==> config.mk <==
export PLATFORM = sky130hd
export DESIGN_NAME = icn2038s_rx_monitor_flat
export DESIGN_NICKNAME = d
export VERILOG_FILES = /design/src/rtl/icn2038s_rx_monitor_if.sv /design/src/rtl/icn2038s_rx_monitor.sv /design/src/flat_wrapper.sv
export SDC_FILE = /design/constraint.sdc
export NUM_CORES = 1
export LEC_CHECK = 0
export ABC_AREA = 0
export CORE_MARGIN = 2
export CORE_UTILIZATION = 57
export CTS_CLUSTER_SIZE = 40
export DETAILED_ROUTE_END_ITERATION = 7
export GPL_ROUTABILITY_DRIVEN = 0
export HOLD_SLACK_MARGIN = 0.08
export PLACE_DENSITY = 0.94
export SETUP_SLACK_MARGIN = 0.3
export SYNTH_ARGS = -nofsm -noshare
export SYNTH_HDL_FRONTEND = slang
export SYNTH_SLANG_ARGS = --single-unit
==> constraint.sdc <==
create_clock -name clk -period 4.3 [get_ports clk]
set_clock_uncertainty 0.2 [all_clocks]
set_input_delay 1.075 -clock clk [delete_from_list [all_inputs] [get_ports clk]]
set_output_delay 1.075 -clock clk [all_outputs]
set_load 0.01 [all_outputs]
==> src/rtl/icn2038s_rx_monitor_if.sv <==
`default_nettype none
// ---------------------------------------------------------------------------
// icn2038s_rx_monitor_if : panel-side pins plus decoded monitor outputs
// Rev 1.0
// ---------------------------------------------------------------------------
interface icn2038s_rx_monitor_if #(
  parameter int WIDTH = 16
);
  logic             sin;
  logic             sclk;
  logic             le;
  logic             oe;
  logic [4:0]       addr;
  logic [WIDTH-1:0] data_out;
  logic             data_valid;
  logic             cmd_valid;
  logic [3:0]       cmd_code;
  logic [WIDTH-1:0] cmd_data;
  logic [4:0]       addr_out;
  logic             frame_err;
  logic             oe_active;

  modport master (
    output sin, sclk, le, oe, addr,
    input  data_out, data_valid, cmd_valid, cmd_code, cmd_data,
    input  addr_out, frame_err, oe_active
  );

  modport slave (
    input  sin, sclk, le, oe, addr,
    output data_out, data_valid, cmd_valid, cmd_code, cmd_data,
    output addr_out, frame_err, oe_active
  );
endinterface
`default_nettype wire

==> src/rtl/icn2038s_rx_monitor.sv <==
`default_nettype none
// ---------------------------------------------------------------------------
// icn2038s_rx_monitor : decodes ICN2038S panel bus into data latches/commands
// Rev 1.0
// ---------------------------------------------------------------------------
module icn2038s_rx_monitor #(
  parameter int WIDTH       = 16,
  parameter int SYNC_STAGES = 2
) (
  input  wire logic            clk,
  input  wire logic            rst_n,
  icn2038s_rx_monitor_if.slave bus
);

  localparam logic [0:0] c_ST_SHIFT  = 1'b0;
  localparam logic [0:0] c_ST_LE_WIN = 1'b1;
  localparam logic [5:0] c_WIDTH_CNT = 6'(WIDTH);

  logic [SYNC_STAGES-1:0]      r_sin_sync;
  logic [SYNC_STAGES-1:0]      r_sclk_sync;
  logic [SYNC_STAGES-1:0]      r_le_sync;
  logic [SYNC_STAGES-1:0]      r_oen_sync;
  logic [SYNC_STAGES-1:0][4:0] r_addr_sync;

  logic w_sin_s, w_sclk_s, w_le_s;
  logic [4:0] w_addr_s;

  logic r_sin_d, r_sclk_d, r_le_d;
  logic r_sclk_rise, r_le_rise, r_le_fall;

  logic [0:0]       r_state, w_state_nxt;
  logic [WIDTH-1:0] r_shreg, w_shreg_nxt;
  logic [5:0]       r_bit_cnt, w_bit_cnt_nxt;
  logic [3:0]       r_le_cnt, w_le_cnt_nxt;
  logic             w_enter_win, w_classify, w_is_cmd, w_frame_bad;

  logic [WIDTH-1:0] r_data_out, r_cmd_data;
  logic             r_data_valid, r_cmd_valid, r_frame_err;
  logic [3:0]       r_cmd_code;
  logic [4:0]       r_addr_out;

  // oe is synchronized already inverted so the reset value reads as "outputs off"
  always_ff @(posedge clk or negedge rst_n) begin
    if (!rst_n) begin
      r_sin_sync  <= '0;
      r_sclk_sync <= '0;
      r_le_sync   <= '0;
      r_oen_sync  <= '0;
      r_addr_sync <= '0;
    end else begin
      r_sin_sync  <= {r_sin_sync[SYNC_STAGES-2:0], bus.sin};
      r_sclk_sync <= {r_sclk_sync[SYNC_STAGES-2:0], bus.sclk};
      r_le_sync   <= {r_le_sync[SYNC_STAGES-2:0], bus.le};
      r_oen_sync  <= {r_oen_sync[SYNC_STAGES-2:0], ~bus.oe};
      r_addr_sync <= {r_addr_sync[SYNC_STAGES-2:0], bus.addr};
    end
  end

  assign w_sin_s  = r_sin_sync[SYNC_STAGES-1];
  assign w_sclk_s = r_sclk_sync[SYNC_STAGES-1];
  assign w_le_s   = r_le_sync[SYNC_STAGES-1];
  assign w_addr_s = r_addr_sync[SYNC_STAGES-1];

  // Registered edge strobes; sin is delayed alongside so the shifted bit matches the sclk edge
  always_ff @(posedge clk or negedge rst_n) begin
    if (!rst_n) begin
      r_sin_d     <= 1'b0;
      r_sclk_d    <= 1'b0;
      r_le_d      <= 1'b0;
      r_sclk_rise <= 1'b0;
      r_le_rise   <= 1'b0;
      r_le_fall   <= 1'b0;
    end else begin
      r_sin_d     <= w_sin_s;
      r_sclk_d    <= w_sclk_s;
      r_le_d      <= w_le_s;
      r_sclk_rise <= w_sclk_s & ~r_sclk_d;
      r_le_rise   <= w_le_s & ~r_le_d;
      r_le_fall   <= ~w_le_s & r_le_d;
    end
  end

  always_ff @(posedge clk or negedge rst_n) begin
    if (!rst_n) r_state <= c_ST_SHIFT;
    else        r_state <= w_state_nxt;
  end

  always_comb begin
    w_state_nxt = r_state;
    case (r_state)
      c_ST_SHIFT:  if (r_le_rise) w_state_nxt = c_ST_LE_WIN;
      c_ST_LE_WIN: if (r_le_fall) w_state_nxt = c_ST_SHIFT;
      default:     w_state_nxt = c_ST_SHIFT;
    endcase
  end

  always_comb begin
    w_enter_win = 1'b0;
    w_classify  = 1'b0;
    case (r_state)
      c_ST_SHIFT:  w_enter_win = r_le_rise;
      c_ST_LE_WIN: w_classify  = r_le_fall;
      default: ;
    endcase
  end

  // Counts include an sclk edge landing in the same cycle as the le fall
  always_comb begin
    w_shreg_nxt   = r_sclk_rise ? {r_shreg[WIDTH-2:0], r_sin_d} : r_shreg;
    w_bit_cnt_nxt = (r_sclk_rise && r_bit_cnt != 6'd63) ? r_bit_cnt + 6'd1 : r_bit_cnt;
    w_le_cnt_nxt  = r_le_cnt;
    if (r_state == c_ST_LE_WIN && r_sclk_rise && r_le_cnt != 4'd15)
      w_le_cnt_nxt = r_le_cnt + 4'd1;
    w_is_cmd    = (w_le_cnt_nxt >= 4'd3);
    w_frame_bad = ((w_bit_cnt_nxt - {2'b00, w_le_cnt_nxt}) != c_WIDTH_CNT);
  end

  always_ff @(posedge clk or negedge rst_n) begin
    if (!rst_n) begin
      r_shreg      <= '0;
      r_bit_cnt    <= '0;
      r_le_cnt     <= '0;
      r_data_out   <= '0;
      r_data_valid <= 1'b0;
      r_cmd_valid  <= 1'b0;
      r_cmd_code   <= '0;
      r_cmd_data   <= '0;
      r_addr_out   <= '0;
      r_frame_err  <= 1'b0;
    end else begin
      r_shreg      <= w_shreg_nxt;
      r_bit_cnt    <= w_classify ? 6'd0 : w_bit_cnt_nxt;
      r_le_cnt     <= w_enter_win ? 4'd0 : w_le_cnt_nxt;
      r_data_valid <= w_classify & ~w_is_cmd;
      r_cmd_valid  <= w_classify & w_is_cmd;
      if (w_classify) begin
        r_addr_out <= w_addr_s;
        if (w_is_cmd) begin
          r_cmd_code <= w_le_cnt_nxt;
          r_cmd_data <= w_shreg_nxt;
        end else begin
          r_data_out <= w_shreg_nxt;
          if (w_frame_bad) r_frame_err <= 1'b1;
        end
      end
    end
  end

  assign bus.data_out   = r_data_out;
  assign bus.data_valid = r_data_valid;
  assign bus.cmd_valid  = r_cmd_valid;
  assign bus.cmd_code   = r_cmd_code;
  assign bus.cmd_data   = r_cmd_data;
  assign bus.addr_out   = r_addr_out;
  assign bus.frame_err  = r_frame_err;
  assign bus.oe_active  = r_oen_sync[SYNC_STAGES-1];

endmodule
`default_nettype wire
==> src/flat_wrapper.sv <==
// flat-port wrapper written by rule: the top's interface ports become plain ports
module icn2038s_rx_monitor_flat 
#(
  parameter int WIDTH       = 16,
  parameter int SYNC_STAGES = 2
)
  (clk, rst_n, bus_sin, bus_sclk, bus_le, bus_oe, bus_addr, bus_data_out, bus_data_valid, bus_cmd_valid, bus_cmd_code, bus_cmd_data, bus_addr_out, bus_frame_err, bus_oe_active);
  icn2038s_rx_monitor_if #(.WIDTH(WIDTH)) bus_i ();
  input  wire logic clk;
  input  wire logic rst_n;
  input wire logic [$bits(bus_i.sin)-1:0] bus_sin;
  input wire logic [$bits(bus_i.sclk)-1:0] bus_sclk;
  input wire logic [$bits(bus_i.le)-1:0] bus_le;
  input wire logic [$bits(bus_i.oe)-1:0] bus_oe;
  input wire logic [$bits(bus_i.addr)-1:0] bus_addr;
  output wire logic [$bits(bus_i.data_out)-1:0] bus_data_out;
  output wire logic [$bits(bus_i.data_valid)-1:0] bus_data_valid;
  output wire logic [$bits(bus_i.cmd_valid)-1:0] bus_cmd_valid;
  output wire logic [$bits(bus_i.cmd_code)-1:0] bus_cmd_code;
  output wire logic [$bits(bus_i.cmd_data)-1:0] bus_cmd_data;
  output wire logic [$bits(bus_i.addr_out)-1:0] bus_addr_out;
  output wire logic [$bits(bus_i.frame_err)-1:0] bus_frame_err;
  output wire logic [$bits(bus_i.oe_active)-1:0] bus_oe_active;
  assign bus_i.sin = bus_sin;
  assign bus_i.sclk = bus_sclk;
  assign bus_i.le = bus_le;
  assign bus_i.oe = bus_oe;
  assign bus_i.addr = bus_addr;
  assign bus_data_out = bus_i.data_out;
  assign bus_data_valid = bus_i.data_valid;
  assign bus_cmd_valid = bus_i.cmd_valid;
  assign bus_cmd_code = bus_i.cmd_code;
  assign bus_cmd_data = bus_i.cmd_data;
  assign bus_addr_out = bus_i.addr_out;
  assign bus_frame_err = bus_i.frame_err;
  assign bus_oe_active = bus_i.oe_active;
  icn2038s_rx_monitor #(.WIDTH(WIDTH), .SYNC_STAGES(SYNC_STAGES)) u_core (.clk(clk), .rst_n(rst_n), .bus(bus_i));
endmodule
==> results of run 1 <==
==> cell usage in the layout, fill, tap and decap left out, drive strengths merged, types with 2 or more instances in the layout <==
cell type	count
bufinv	2
nand4b	2
dfrtp	95
buf	4
nand2	18
nand4	2
clkdlybuf4s50	54
nor2b	4
ha	6
inv	5
nor2	11
nand3	6
clkbuf	9
a21oi	5
clkinvlp	2
mux2i	4
xnor2	4
nand2b	4
and2	6
mux2	49
==> report_power, final <==
group          internal [uW]  total [uW]  switching [uW]
logic                    428         762             335
clock network            329         635             306
registers               1120        1270             150
total                   1880        2670             791
==> state kept, by name (all words and copies together) (netlist names), 2 cells and up <==
register and count:
u_core.r_sin_sync 2, u_core.r_bit_cnt 6, u_core.r_oen_sync 2, u_core.bus.addr_out 5
u_core.r_sclk_sync 2, u_core.r_shreg 16, u_core.bus.data_out 16, u_core.bus.cmd_data 16
u_core.r_le_cnt 4, u_core.w_addr_s 5, u_core.r_addr_sync 5, u_core.r_le_sync 2
u_core.bus.cmd_code 4
==> final timing paths <==
path	to	slack, ns	depth (start not counted)
worst min register to register	u_core.r_le_sync[1]$_DFF_PN0_	0.15	0
max in group asynchronous	u_core.r_sclk_sync[1]$_DFF_PN0_	2.64	2
min in group asynchronous	u_core.bus.cmd_data[7]$_DFFE_PN0P_	0.48	1
worst min-delay path	u_core.r_le_sync[1]$_DFF_PN0_	0.15	0
worst max register to register	u_core.bus.frame_err$_DFFE_PN0P_	1.24	7
worst max-delay path	u_core.bus.frame_err$_DFFE_PN0P_	1.24	7
==> area by class of cell <==
class                           count  area share
Tap cell                           75     0.02135
Clock buffer                        9     0.02818
Multi-Input combinational cell    136      0.2548
Timing Repair Buffer               58      0.1298
Inverter                            4    0.003416
Sequential cell                    95      0.5408
Clock inverter                      6     0.02163
==> worst max-delay path: stages (launching register included) <==
cell and delay [ns]:
dfrtp_1 0.91, nand3_1 0.32, nor2_1 0.21, xnor2_1 0.24
ha_1 0.33, nor4_1 0.31, nand4b_1 0.19, o221a_1 0.25
==> logic make-up (layout without fill, tap and decap cells) <==
logic type / count (synthesis) / in the layout
compound gates: 12 / 12
buf+inv: 12 / 77
flops: 95 / 95
mux: 53 / 53
simple gates: 60 / 60
xor+xnor: 5 / 5
fa+ha+maj: 6 / 6
==> stage by stage <==
| step | cells | worst slack, ns | utilization | hold WS (ns) | power (uW) |
|---|---|---|---|---|---|
| after floorplan | 243 | 1.731 | - | 0.1312 | 1627 |
| after global placement | 368 | 1.407 | 0.6972 | 0.1314 | 1986 |
| after detailed placement | 368 | 1.297 | 0.6972 | 0.1347 | 2044 |
| after CTS | 383 | 1.254 | 0.7337 | 0.1515 | 2693 |
| after global routing | 383 | 1.093 | 0.7337 | 0.1635 | 2820 |
| final | 383 | 1.235 | 0.7337 | 0.1490 | 2670 |
==> metal layers <==
| layer | vias to the layer above | part of all wire | global-route usage |
|---|---|---|---|
| li1 | 956 | - | - |
| met1 | 1042 | 0.41 | 0.2512 |
| met2 | 59 | 0.53 | 0.3453 |
| met3 | 20 | 0.034 | 0.04374 |
| met4 | 0 | 0.028 | 0.1118 |
| met5 | - | 0 | 0 |
==> flow_summary.yaml, run 1 <==
routing:
  vias: 2077
  firstDrtPassIters: 4
  drt.antenna.violating_nets: 0
  via_per_inst: 5.423
  drtIter0Drc: 149
  routed_wl_mm: 6.573
  post_drt_wl_per_cell_um: 17.16
  drc: 0
yosys:
  syn_inst: 243
  synth.ff_latch_count: 95
  yosysMostFrequentCell: "dfrtp_1"
  synth_common_cells: "dfrtp_1, mux2_1, mux2_2"
  syn_nets: 260
  synth_top_area_cell: "dfrtp_1"
  synthSimpleGateAreaFrac: 0.08606
  synth_area_mm2: 0.003562
  synth.avg_cell_area_um2: 14.66
  synth_compound_area_frac: 0.02529
  synth_flop_cell: "dfrtp_1"
  synth_top_family_by_area: "multiplexers"
  yosys.area.top_type_share: 0.6674
  synth_fa_ha_area_frac: 0.02107
  async_flop_share: 1.000
  synth_seq_area_share: 0.6674
  synth_area_leaders: "dfrtp_1, mux2_1, mux2_2"
  synthMuxAreaShare: 0.1697
  synth-edff-count: 0
  synth-warning-count: 0
  yosys.area_share.xor_xnor: 0.01229
  synth_cell_types: 37
global_route:
  grt_start_max_net_pins: 45
  grt.total_usage: 0.2064
  grt_pass1_wl_mm: 10.92
  antenna_found_initial: 0
  grt_overflow: 0
  grt_pass1_vias: 2272
place:
  dpl_cell_area_mm2: 0.004177
  hpwl_mm: 4.451
  port_buffers: 55
worst_hold_path:
  hold_class: "reg2reg"
  min-delay-start: "u_core.r_le_sync[0]$_DFF_PN0_"
layout:
  areaGrowthSynthToFinish_pct: 23.39
  seq_area_mm2: 0.002377
  diodes: 0
  multi_input_area_mm2: 0.001120
  drive_gt1_frac: 0.1364
  fillCellCount: 360
  final_area_mm2: 0.004395
  fin_nets: 321
die:
  core_mm2: 0.005991
  die_w_um: 83.06
  die-area_mm2: 0.006898
  num_rows: 28
  io_pins: 56
  initial_core_util: 0.5946
  die_h_um: 83.06
setup_path:
  crit_path_end_kind: "flip-flop"
  cp-startpoint: "u_core.r_sclk_rise$_DFF_PN0_"
  cp_max_fo: 23
  rr_startpoint: "u_core.r_sclk_rise$_DFF_PN0_"
  cp_data_arrival_time_ns: 3.11
  startpoint_type: "flip-flop"
  critical_path_class: "reg2reg"
  required_ns: 4.34
clocking:
  htree_levels: 3
  cts-root-buf: "clkbuf_8"
  cts_buffers: 9
  clockBufferDepth: 2
  cts_tree: "done"
  path_clk_slew_ns: 0.09
  cts_hold_buffers: 0
  numClockSinks: 95
  cts_resized: 0
  postCtsSetupRepairBufs: 0
  clk_latency_ns: 0.36
run:
  cap_violations: 0
timing:
  setup_viol: 0
  post-route-min-period_ns: 3.065
  slew_headroom: 0.4000
  clock.fmax_mhz: 326.3
  period_share: 0.7127
  rsz0062_at_grt: "false"
  max_slew.worst_pin.slew_ns: 0.9000
  tns_ns: 0
  maxSlewViolCount: 0
  finalHoldViolations: 0
power_and_ir_drop:
  vdd_drop_max_mv: 0.4076
  power.density_mw_per_mm2: 607.5
  cellLeakagePower_uw: 0.002018
run_status:
  status: "finished, final reports clean"
(Power assumes the default switching activity.)
==> run 2: changes to the inputs <==
--- a/config.mk
+++ b/config.mk
@@ -7,12 +7,12 @@
 export LEC_CHECK = 0
 export ABC_AREA = 0
 export CORE_MARGIN = 2
-export CORE_UTILIZATION = 57
+export CORE_UTILIZATION = 53
 export CTS_CLUSTER_SIZE = 40
 export DETAILED_ROUTE_END_ITERATION = 7
 export GPL_ROUTABILITY_DRIVEN = 0
 export HOLD_SLACK_MARGIN = 0.08
-export PLACE_DENSITY = 0.94
+export PLACE_DENSITY = 0.89
 export SETUP_SLACK_MARGIN = 0.3
 export SYNTH_ARGS = -nofsm -noshare
 export SYNTH_HDL_FRONTEND = slang
==> constraint.sdc (replaced) <==
create_clock -name clk -period 2.9 [get_ports clk]
set_clock_uncertainty 0.2 [all_clocks]
set_input_delay 0.725 -clock clk [delete_from_list [all_inputs] [get_ports clk]]
set_output_delay 0.725 -clock clk [all_outputs]
set_load 0.01 [all_outputs]
==> run 2 against run 1 <==
First-iteration DRC count is 26% lower. Register-to-register slack worse by 0.96 ns. Combinational power is 68% higher. Worst hold slack better by 0.0063 ns. Non-clock buffer count is 10 higher. Core utilization is 2.0 points lower. Routed wire length is 3.4% higher. Clock-buffer cell count is 1 higher. Sequential cell count stayed put. Cell count is 3.4% higher. Worst setup slack worse by 0.96 ns. Largest cell class unchanged.
==> flow_summary.yaml, run 2 (synthesis results as in run 1) <==
run_status:
  status: "finished, final reports clean"
timing:
  finalHoldViolations: 0
  period_share: 0.9060
  hold_ws_ns: 0.1553
  setup_viol: 0
  rsz0062_at_grt: "true"
  max_slew.worst_pin.slew_ns: 0.5704
  slew_headroom: 0.6189
  clock.fmax_mhz: 380.6
  post-route-min-period_ns: 2.627
  tns_ns: 0
  maxSlewViolCount: 0
layout:
  areaGrowthSynthToFinish_pct: 28.70
  drive_gt1_frac: 0.2006
  seq_area_mm2: 0.002380
  multi_input_area_mm2: 0.001239
  final_common_cell: "dfrtp_1"
  fin_nets: 331
  fillCellCount: 399
  diodes: 0
  final_area_mm2: 0.004584
  fin_cells: 396
  layout_common_cells: "dfrtp_1, clkdlybuf4s50_1, mux2_1, mux2_2, nand2_1"
routing:
  routed_wl_mm: 6.795
  post_drt_wl_per_cell_um: 17.16
  drtIter0Drc: 110
  drt.antenna.violating_nets: 0
  vias: 2119
  drc: 0
  firstDrtPassIters: 4
  via_per_inst: 5.351
die:
  initial_core_util: 0.5546
  core_mm2: 0.006422
  die_w_um: 85.98
  io_pins: 56
  num_rows: 29
  die_h_um: 85.98
  die-area_mm2: 0.007393
clocking:
  path_clk_slew_ns: 0.10
  cts_buffers: 9
  clockBufferDepth: 2
  cts-root-buf: "clkbuf_8"
  clk_latency_ns: 0.36
  htree_levels: 3
  numClockSinks: 95
  cts_tree: "done"
global_route:
  grt_start_max_net_pins: 52
  grt_pass1_vias: 2179
  grt_pass1_wl_mm: 10.55
  antenna_found_initial: 0
  grt_overflow: 0
  grt.total_usage: 0.1899
setup_path:
  cp_data_arrival_time_ns: 2.68
  crit_path_end_kind: "flip-flop"
  rr_worst_depth: 10
  required_ns: 2.95
  slowest_delay_ns: 0.46
  cp_max_fo: 5
  rr_startpoint: "u_core.r_le_cnt[0]$_DFF_PN0_"
  cp_common_cell: "ha_1"
  rr_endpoint: "u_core.bus.frame_err$_DFFE_PN0P_"
  reg2reg_slack_ns: 0.27
  cp_cell_sequence: "ha_1, nand3_2, nand3_4, mux2i_4, ha_1, nand2b_4, nor3b_2, a21oi_1, or4_1, o221a_1"
  critical_path_class: "reg2reg"
  crit_path_top_delay_cell: "dfrtp_2"
  startpoint_type: "flip-flop"
power_and_ir_drop:
  power_uw: 3981
  vdd_drop_max_mv: 0.5833
  cellLeakagePower_uw: 0.002076
  power.density_mw_per_mm2: 868.5
worst_hold_path:
  hold_class: "reg2reg"
  hold_end: "u_core.r_sin_d$_DFF_PN0_"
  hold_depth: 0
  min-delay-start: "u_core.r_sin_sync[1]$_DFF_PN0_"
run:
  cap_violations: 0
place:
  hpwl_mm: 4.346
  post-place-cells: 375
  dpl_cell_area_mm2: 0.004229
  port_buffers: 55
-- run 2: cell count changes in the layout (fill, tap and decap cells not counted), moves of 2 or more --
cell	change
buf_4	+7
bufinv_16	-2
dfrtp_1	-2
dfrtp_2	+2
inv_6	+2
nand3_1	-2
xnor2_1	-2
xnor2_2	+2
-- run 2: how the worst max path moves through the flow --
| stage | startpoint | endpoint | slack (ns) | cells past startpoint |
|---|---|---|---|---|
| floorplan | u_core.r_bit_cnt[0]$_DFF_PN0_ | u_core.bus.frame_err$_DFFE_PN0P_ | 0.33 | 10 |
| global placement | u_core.r_bit_cnt[0]$_DFF_PN0_ | u_core.bus.frame_err$_DFFE_PN0P_ | 0.27 | 10 |
| detailed placement | u_core.r_le_cnt[0]$_DFF_PN0_ | u_core.bus.cmd_data[2]$_DFFE_PN0P_ | 0.18 | 6 |
| CTS | u_core.r_bit_cnt[1]$_DFF_PN0_ | u_core.bus.frame_err$_DFFE_PN0P_ | 0.23 | 10 |
| global route | u_core.r_le_cnt[0]$_DFF_PN0_ | u_core.bus.frame_err$_DFFE_PN0P_ | 0.22 | 10 |
| finish | u_core.r_le_cnt[0]$_DFF_PN0_ | u_core.bus.frame_err$_DFFE_PN0P_ | 0.27 | 10 |
-- run 2: per-stage QoR --
stage,setup slack [ns],util
6_report,0.2725,0.7138
5_1_grt,0.2156,0.7138
4_1_cts,0.2260,0.6932
3_5_place_dp,0.1830,0.6585
3_3_place_gp,0.2688,0.6585
2_1_floorplan,0.3312,-
-- run 2: final cells by class --
class,instances,area share
well taps,77,0.02102
clock buffers,10,0.03002
repair buffers,68,0.1449
clock inverters,6,0.01146
multi-input cells,136,0.2702
flip-flops and latches,95,0.5191
inverters,4,0.003275
-- run 2: power breakdown --
| part | switching [uW] | internal (uW) |
|---|---|---|
| clock | 473 | 348 |
| sequential | 215 | 1670 |
| combinational | 558 | 720 |
| total | 1250 | 2730 |
-- run 2: repair_timing --
action,4_1_cts,5_1_grt
pin swaps,1,3
hold buffers,1,0
resized for setup,1,20
buffers inserted,2,2
endpoints found under the hold margin,15,0
setup endpoints to repair,7,13
-- run 2: routing by layer --
metal / vias to the layer above / wire length [um] / GRT usage
li1: 981 / - / -
met1: 1068 / 2913 / 0.2424
met2: 54 / 3426 / 0.3023
met3: 16 / 266 / 0.03850
met4: 0 / 189 / 0.1111
met5: - / 0 / 0
-- run 2: critical path: cells and delay by family, from the launching register on --
| kind | cells | cell delay [ns] |
|---|---|---|
| AND/OR/NAND/NOR | 5 | 0.95 |
| flip-flops | 1 | 0.46 |
| adder cells (fa/ha/maj) | 2 | 0.45 |
| multiplexers | 1 | 0.25 |
| AO/OA/AOI/OAI | 2 | 0.19 |
==> edit: new RTL, settings of run 2 <==
Reset style: synchronous (`rst_n`), changed in 4 clocked blocks.
--- a/src/rtl/icn2038s_rx_monitor.sv
+++ b/src/rtl/icn2038s_rx_monitor.sv
@@ -41,5 +41,5 @@
 
   // oe is synchronized already inverted so the reset value reads as "outputs off"
-  always_ff @(posedge clk or negedge rst_n) begin
+  always_ff @(posedge clk) begin
     if (!rst_n) begin
       r_sin_sync  <= '0;
@@ -63,5 +63,5 @@
 
   // Registered edge strobes; sin is delayed alongside so the shifted bit matches the sclk edge
-  always_ff @(posedge clk or negedge rst_n) begin
+  always_ff @(posedge clk) begin
     if (!rst_n) begin
       r_sin_d     <= 1'b0;
@@ -81,5 +81,5 @@
   end
 
-  always_ff @(posedge clk or negedge rst_n) begin
+  always_ff @(posedge clk) begin
     if (!rst_n) r_state <= c_ST_SHIFT;
     else        r_state <= w_state_nxt;
@@ -116,5 +116,5 @@
   end
 
-  always_ff @(posedge clk or negedge rst_n) begin
+  always_ff @(posedge clk) begin
     if (!rst_n) begin
       r_shreg      <= '0;
Function: differs if rst_n is asserted again (counterexample within 4 cycles, from zero or initial values and one cycle with rst_n low); with rst_n held inactive, the same outputs for 10 cycles.
==> edit against run 2 <==
Synthesized area decreased by 1.1%; wire length rose by 13%; cell area fell by 2.2%; highest routed layer unchanged; worst setup slack improved by 0.10 ns; sequential cell count unchanged; critical path type unchanged.
Power is not compared: it rests on default switching activity, and its combinational part moved more than twofold at a synthesized area within 25%.
==> edit: results (changes against run 2) <==
Global Route met2 Usage=37.7% (was 30.2%); Initial DRT Pass Iterations=5 (was 4); wire length of the first global-routing pass=12.3 mm (was 10.6 mm); Crit Reg-Reg Startpoint=u_core.r_bit_cnt[1] (was u_core.r_le_cnt[0]); Cells after DPL=478 (was 375); gate family responsible for the most delay along the worst path=compound AO/OA/AOI/OAI gates (was simple AND/OR/NAND/NOR gates); Global Route Usage Sum=21.3% (was 19.0%); proportion of register bits with asynchronous set or reset after synthesis=0% (was 100%); WP data arrival=2.58 ns (was 2.68 ns); number of buffer cells added on primary ports=55 (unchanged); Peak supply drop=382 uV; Vias per Instance=5.34 (was 5.35); number of distinct library cells after synthesis=43 (was 37); Crit Path Class=reg -> reg (unchanged); slowest library cell on the worst path=dfxtp_4 (was dfrtp_2); cell count after synthesis=360 (was 243); count of routing violations after the opening detailed-route iteration=111 (was 110); top cells by area, synth=dfxtp_1 (54%), nand2_1 (6.1%), mux2_2 (5.1%) (was dfrtp_1 (67%), mux2_1 (9.2%), mux2_2 (6.3%)); Routed wire per std cell=15.3 um (was 17.2 um); vias post-DR=2665 (was 2119); number of antenna violations at the first check in global routing=0 (unchanged); clock network latency to the later pin of the worst-skew pair=0.36 ns (about the same); Hold WC Path Type=reg -> reg (unchanged); deepest level of the CTS H-tree=3 (unchanged); highest fanout seen on the critical path=4 (was 5); normalized max-slew margin=65.8% (was 61.9%); Post-Place Setup Slack=0.0885 ns (was 0.183 ns); leakage power summed over all cells=1.76 nW; most frequent cells after synthesis=dfxtp_1 (95), nand2_1 (57), o21ai_1 (25) (was dfrtp_1 (95), mux2_1 (29), mux2_2 (20)); post-synth net total=377 (was 260); met1 Resource Use GR=24.9% (was 24.2%); delay contributed by the slowest stage of the critical path=0.38 ns (was 0.46 ns); fraction of layout cells with a size suffix above 1=19.0% (was 20.1%); via count of the first global-routing pass=2668 (was 2179); final net count=434 (was 331); result of the run=complete, no violations (unchanged); sequential element share of the synthesized area=54.0% (was 66.7%); Yosys warning count=0 (unchanged); Post-DP HPWL=4.67 mm (was 4.35 mm); fillcell total=449 (was 399); largest net degree at the start of global routing=35 (was 52); hold path start=u_core.r_le_d (was u_core.r_sin_sync[1]); met3 GRT Util=4.33% (was 3.85%); number of buffers between clock root and the deepest sink=2 (unchanged); diode count=0 (unchanged)
edit: changes by cell type after synthesis, sizes merged, moves of 7 or more:
cell	run 2	this run
dfrtp	95	0
mux2	49	17
nand3	6	19
inv	4	19
nand2	18	57
clkbuf	2	9
and2	6	23
o21ai	1	27
dfxtp	0	95
edit: kinds of logic (layout without fill, tap and decap cells):
kind of cell	after synthesis	count (layout)	share of synthesized area [%]
and+or+nand+nor	140	140	20.2
DFF	95	95	54.0
AOI/OAI and AO/OA	46	46	8.38
buffers and inverters	39	101	5.32
muxes	27	27	8.27
xor gates and xnor gates	7	7	1.74
adders and majority gates	6	6	2.13
edit: metal layers:
layer  vias up  wire length (um)
li1       1323                 -
met2        65              3900
met1      1257              3270
met5         -                 0
met3        20               270
met4         0               212
edit: worst paths after layout:
kind / endpoint / slack (ns) / cells after the start
worst max-delay path: u_core.bus.frame_err / 0.37 / 10
worst min-delay path: u_core.r_le_rise / 0.21 / 1
worst min register to register: u_core.r_le_rise / 0.21 / 1
worst max register to register: u_core.bus.frame_err / 0.37 / 10
edit: power by group through the flow:
stage               Combinational, mW  Sequential, mW  Clock [mW]
floorplan                      0.0358            1.35           0
global placement               0.0557            1.35           0
detailed placement             0.0576            1.35           0
CTS                            0.0610            1.32       0.895
global route                   0.0709            1.32       0.954
finish                         0.0644            1.32       0.887
edit: area by class of cell:
class	count	area, um2	share of cell area, %
clock buffers	9	124	2.76
clock inverters	7	83.8	1.87
inverters	19	71.3	1.59
multi-input cells	226	1560	34.7
flip-flops and latches	95	1920	42.9
well taps	77	96.3	2.15
repair buffers	66	628	14.0
edit: timing repair:
| action | CTS | global route |
|---|---|---|
| endpoints found under the setup margin | 1 | 1 |
| resized for setup | 16 | 18 |
| setup buffers | 3 | 2 |
| pin swaps | 1 | 8 |
edit: worst register-to-register path: stages (launching register included):
cell,delay [ns]
dfxtp_4,0.38
ha_4,0.14
nand2_1,0.05
o21a_2,0.24
mux2_4,0.32
ha_2,0.17
nand2b_4,0.15
xnor2_2,0.16
a21oi_1,0.09
or3_1,0.30
o2111a_1,0.23
edit: per-stage QoR:
step,util [%],hold WS (ns),cell area [um2]
floorplan,-,0.167,3530
finish,70.2,0.209,4490
global route,70.2,0.232,4490
global placement,64.2,0.183,4100
detailed placement,64.2,0.197,4100
CTS,68.9,0.213,4400
